**src/rtl/fanout_fork_ctrl.sv**
```systemverilog
// Eager-fork controller: one upstream stream broadcast to NUM_OUT consumers with per-consumer acceptance tracking.
// Optional FANOUT_PERF_CNT_EN adds tok_cnt (wrapping transfers) and stall_cnt (saturating stall cycles).
module fanout_fork_ctrl #(
    parameter int NUM_OUT    = 6,
    parameter int DATA_W     = 17,
    parameter int DROP_CNT_W = 16
) (
    input  logic                  clk,
    input  logic                  reset,
    input  logic [NUM_OUT-1:0]    cfg_en,
    input  logic [NUM_OUT-1:0]    cfg_sel,
    input  logic [DATA_W-1:0]     in_data,
    input  logic                  in_valid,
    output logic                  in_ready,
    output logic [DATA_W-1:0]     out_data,
    output logic [NUM_OUT-1:0]    out_valid,
    input  logic [NUM_OUT-1:0]    out_ready,
    output logic [NUM_OUT-1:0]    active_mask,
    output logic [DROP_CNT_W-1:0] drop_cnt
`ifdef FANOUT_PERF_CNT_EN
    ,
    output logic [31:0]           tok_cnt,
    output logic [15:0]           stall_cnt
`endif
);

    logic [NUM_OUT-1:0] served;
    logic [NUM_OUT-1:0] act;
    logic [NUM_OUT-1:0] served_next;
    logic               xfer;

    // Handshakes: a beat moves on a channel in any cycle where valid and ready are both high;
    // valid never depends on the same channel's ready, and a raised upstream valid holds until taken.
    always_comb begin
        out_data    = in_data;
        out_valid   = (in_valid && !reset) ? (act & ~served) : '0;
        in_ready    = !reset && (&(~act | served | out_ready));
        xfer        = in_valid && in_ready;
        served_next = xfer ? '0 : (served | (out_valid & out_ready));
        active_mask = act;
    end

    always_ff @(posedge clk) begin
        if (reset) begin
            served   <= '0;
            act      <= '0;
            drop_cnt <= '0;
        end else begin
            served <= served_next;
            // Config only switches between tokens so no consumer sees half a route change.
            if (served_next == '0) begin
                act <= cfg_en & cfg_sel;
            end
            if (xfer && (act == '0) && (drop_cnt != '1)) begin
                drop_cnt <= drop_cnt + DROP_CNT_W'(1);
            end
        end
    end

`ifdef FANOUT_PERF_CNT_EN
    always_ff @(posedge clk) begin
        if (reset) begin
            tok_cnt   <= '0;
            stall_cnt <= '0;
        end else begin
            if (xfer) begin
                tok_cnt <= tok_cnt + 32'd1;
            end
            if (in_valid && !in_ready && (stall_cnt != '1)) begin
                stall_cnt <= stall_cnt + 16'd1;
            end
        end
    end
`endif

endmodule

```
**config.mk**
```make
export PLATFORM = sky130hd
export DESIGN_NAME = fanout_fork_ctrl
export DESIGN_NICKNAME = d
export VERILOG_FILES = /design/src/rtl/fanout_fork_ctrl.sv
export SDC_FILE = /design/constraint.sdc
export NUM_CORES = 1
export LEC_CHECK = 0
export ABC_AREA = 0
export BUFFER_PORTS_ARGS = -buffer_cell sky130_fd_sc_hd__clkbuf_2
export CAP_MARGIN = 20
export CORE_ASPECT_RATIO = 1.2
export CORE_UTILIZATION = 35
export DETAILED_ROUTE_END_ITERATION = 8
export HOLD_SLACK_MARGIN = 0.1
export MAX_ROUTING_LAYER = met4
export PLACE_DENSITY_LB_ADDON = 0.15
export SLEW_MARGIN = 0
export SYNTH_ARGS = -nofsm -noshare
export SYNTH_HDL_FRONTEND = slang
export SYNTH_SLANG_ARGS = --single-unit
```
**constraint.sdc**
```tcl
create_clock -name clk -period 3.32 [get_ports clk]
set_input_delay 0.332 -clock clk [delete_from_list [all_inputs] [get_ports clk]]
set_output_delay 0.332 -clock clk [all_outputs]
set_load 0.1 [all_outputs]
```
==> impl_metrics.ini <==
[synth]
yosys_warnings = 0
synth-edff-count = 0
synth_cell_types = 40
seq_area_frac_synth_pct = 34.3
synth.net_count = 231
synth_top_area_cell = dfxtp_1
synth.area.top_cells = dfxtp_1 34%, buf_4 8.3%, nand2_1 3.9%
synth_ff_type = dfxtp_1
syn-mean-instance-area_um2 = 8.51
synth_top_area_share_pct = 34.3
synth_seq_cells = 28
synth_area_um2 = 1630
synth_cells = 192
synthArstFlopShare_pct = 0

[timing]
maxSlewViolCount = 0
fmax_ghz = 0.426
tightest_slew_ns = 0.634
finalSetupTns_ns = 0
layout_min_cycle_time_ns = 2.35
setup_viol = 0
fin_skew_ns = 0.00308
rsz0062_at_grt = no
hold_viol_final = 0
slew_headroom_pct = 57.6
finalCritPeriodShare_pct = 70.7

[worst_setup_path]
cp.arrival_ns = 2.01
criticalPathCategory = flop to output pin
r2r-end = active_mask[0]
crit_start = active_mask[1]
rr_startpoint = active_mask[5]
cp_data_required_time_ns = 2.99
r2r_cells = 6
reg2reg_slack_ns = 1.17
setup.worst_path.end = in_ready
crit_fanout = 7
crit_path_end_kind = output pin
startpoint_type = flop

[grt]
grt_usage_pct = 16.8
grt_max_degree = 26
first_global_vias = 1437
grt_antenna_before_repair = 0
grt.overflow.total = 0
grt_pass1_wl_mm = 6.57

[floorplan]
rows = 26
fp.coreArea_um2 = 4360
floorplan.die_area_um2 = 4950
die_h_um = 76.9
fp.dieW_um = 64.4
boundaryPins = 84
initial_utilization_pct = 37.5

[pwr]
p_sw_mw = 0.232
power.density_nw_per_um2 = 381
vdd_drop_max_uv = 120
intPower_mw = 0.465
p_seq_share_pct = 51.0
finalPower_mw = 0.697
p_clk_share_pct = 26.1
p_comb_share_pct = 22.9
p_leak_nw = 0.783
swShare_pct = 33.3

[route]
ant_nets = 0
dr.max_layer_used = met4
wl_met1_mm = 1.85
wl_per_cell_um = 13.9
wl_met3_um = 164
wl_met2_mm = 1.76
drc = 0
dr.pass1.iters = 4
first_iter_violations = 74
vias = 1513
vias_per_cell = 5.50
wl_mm = 3.83

[flow_run]
maxCapViolations = 0

[cts]
clk_latency_ns = 0.27
cts_setup_buffers = 0
cts_made_buffers = 3
cts_root_buffer = clkbuf_8
cts_resized = 0
clock-sinks = 28
clock_path_buffers = 2
path_clk_slew_ns = 0.09
h-tree-depth = 1
tritoncts = yes
postCtsHoldBufs = 0

[finish]
num-nets-final = 260
layout-drive-gt1-share_pct = 29.7
layout.cells.non_filler = 275
final_core_util_pct = 42.0
nFillCells = 476
multi_input_area_um2 = 885
diodes = 0
seqCellArea_um2 = 561
syn_to_final_growth_pct = 12.1

[placed_design]
portBuffers = 49
dp.cells = 272
gp_routability_congestion = 0.767
hpwl_mm = 2.87

[min_path]
hold_path_class = primary input to flop

[run_status]
status = complete, no violations
## cells by family (layout without fill, tap and decap cells)
family	Yosys count	after routing	share of synthesized area [%]
adder cells (fa/ha/maj)	1	1	0.766
AND/OR/NAND/NOR	81	81	30.2
flip-flops	28	28	34.3
multiplexers	1	1	0.689
AO/OA/AOI/OAI	48	48	21.1
XOR/XNOR	1	1	0.536
buffers and inverters	32	59	12.5
## routing by layer
metal / GRT usage [%] / vias up
li1: - / 760
met1: 20.8 / 706
met2: 27.3 / 33
met3: 2.68 / 14
met4: 6.22 / 0
met5: - / -
## sequential cells by signal (all words and copies together), names as in the netlist
signal and flops:
drop_cnt 16, active_mask 6, served 6
## cells in the final DEF, fill, tap and decap left out, drive strengths merged, types with 3 or more instances in the layout
master,count
or3,8
clkbuf,52
a21oi,11
a22oi,3
dfxtp,28
nor3b,6
o31ai,3
a41o,6
nor2,17
a211oi,5
nand3,7
nand2,17
a31oi,6
inv,6
o21ai,7
nand4,7
or4,7
## worst min path at each step
stage / startpoint / endpoint / slack [ns] / cells past startpoint
after floorplan: served[3] / served[3] / 0.47 / 2
after global placement: drop_cnt[1] / drop_cnt[1] / 0.51 / 2
after detailed placement: drop_cnt[9] / drop_cnt[9] / 0.50 / 2
after CTS: out_ready[0] / served[0] / 0.34 / 3
after global routing: out_ready[5] / served[5] / 0.37 / 3
final: out_ready[0] / served[0] / 0.35 / 3
## worst max-delay path: stages (launching register included)
cell	delay, ns
dfxtp_1	0.39
nor3b_1	0.19
nor4_4	0.40
nor4b_4	0.27
clkbuf_2	0.50
## metrics by stage
stage / worst slack [ns] / hold slack (ns) / area [um^2]
after floorplan: 0.536 / 0.473 / 1650
after global placement: 1.07 / 0.508 / 1790
after detailed placement: 1.06 / 0.502 / 1790
after CTS: 0.952 / 0.337 / 1830
after global routing: 0.881 / 0.374 / 1830
final: 0.974 / 0.349 / 1830
## area by class of cell
type / instances / area share (%)
Timing Repair Buffer: 50 / 13.8
Sequential cell: 28 / 30.6
Inverter: 6 / 1.23
Clock buffer: 3 / 2.25
Tap cell: 56 / 3.83
Multi-Input combinational cell: 132 / 48.3
## cells in the mapped netlist (2+ instances only)
cell,n
a211oi_1,2
a211oi_2,3
a21oi_1,11
a22oi_1,3
a31oi_1,6
a41o_1,6
and3_1,2
buf_4,18
buf_6,2
clkbuf_1,5
dfxtp_1,28
inv_1,6
nand2_1,17
nand3_1,7
nand4_1,4
nand4_2,3
nor2_1,17
nor2b_1,2
nor3_1,2
nor3b_1,6
o211ai_1,2
o21a_1,2
o21ai_0,7
o31ai_1,3
or3_1,8
or4_1,6
## power by group through the flow
stage / sequential, mW / clock (mW) / combinational, mW
after floorplan: 0.401 / 0 / 0.186
after global placement: 0.363 / 0 / 0.160
after detailed placement: 0.363 / 0 / 0.160
after CTS: 0.355 / 0.192 / 0.161
after global routing: 0.357 / 0.203 / 0.170
final: 0.355 / 0.182 / 0.160
Power figures use the tool's default switching activity.
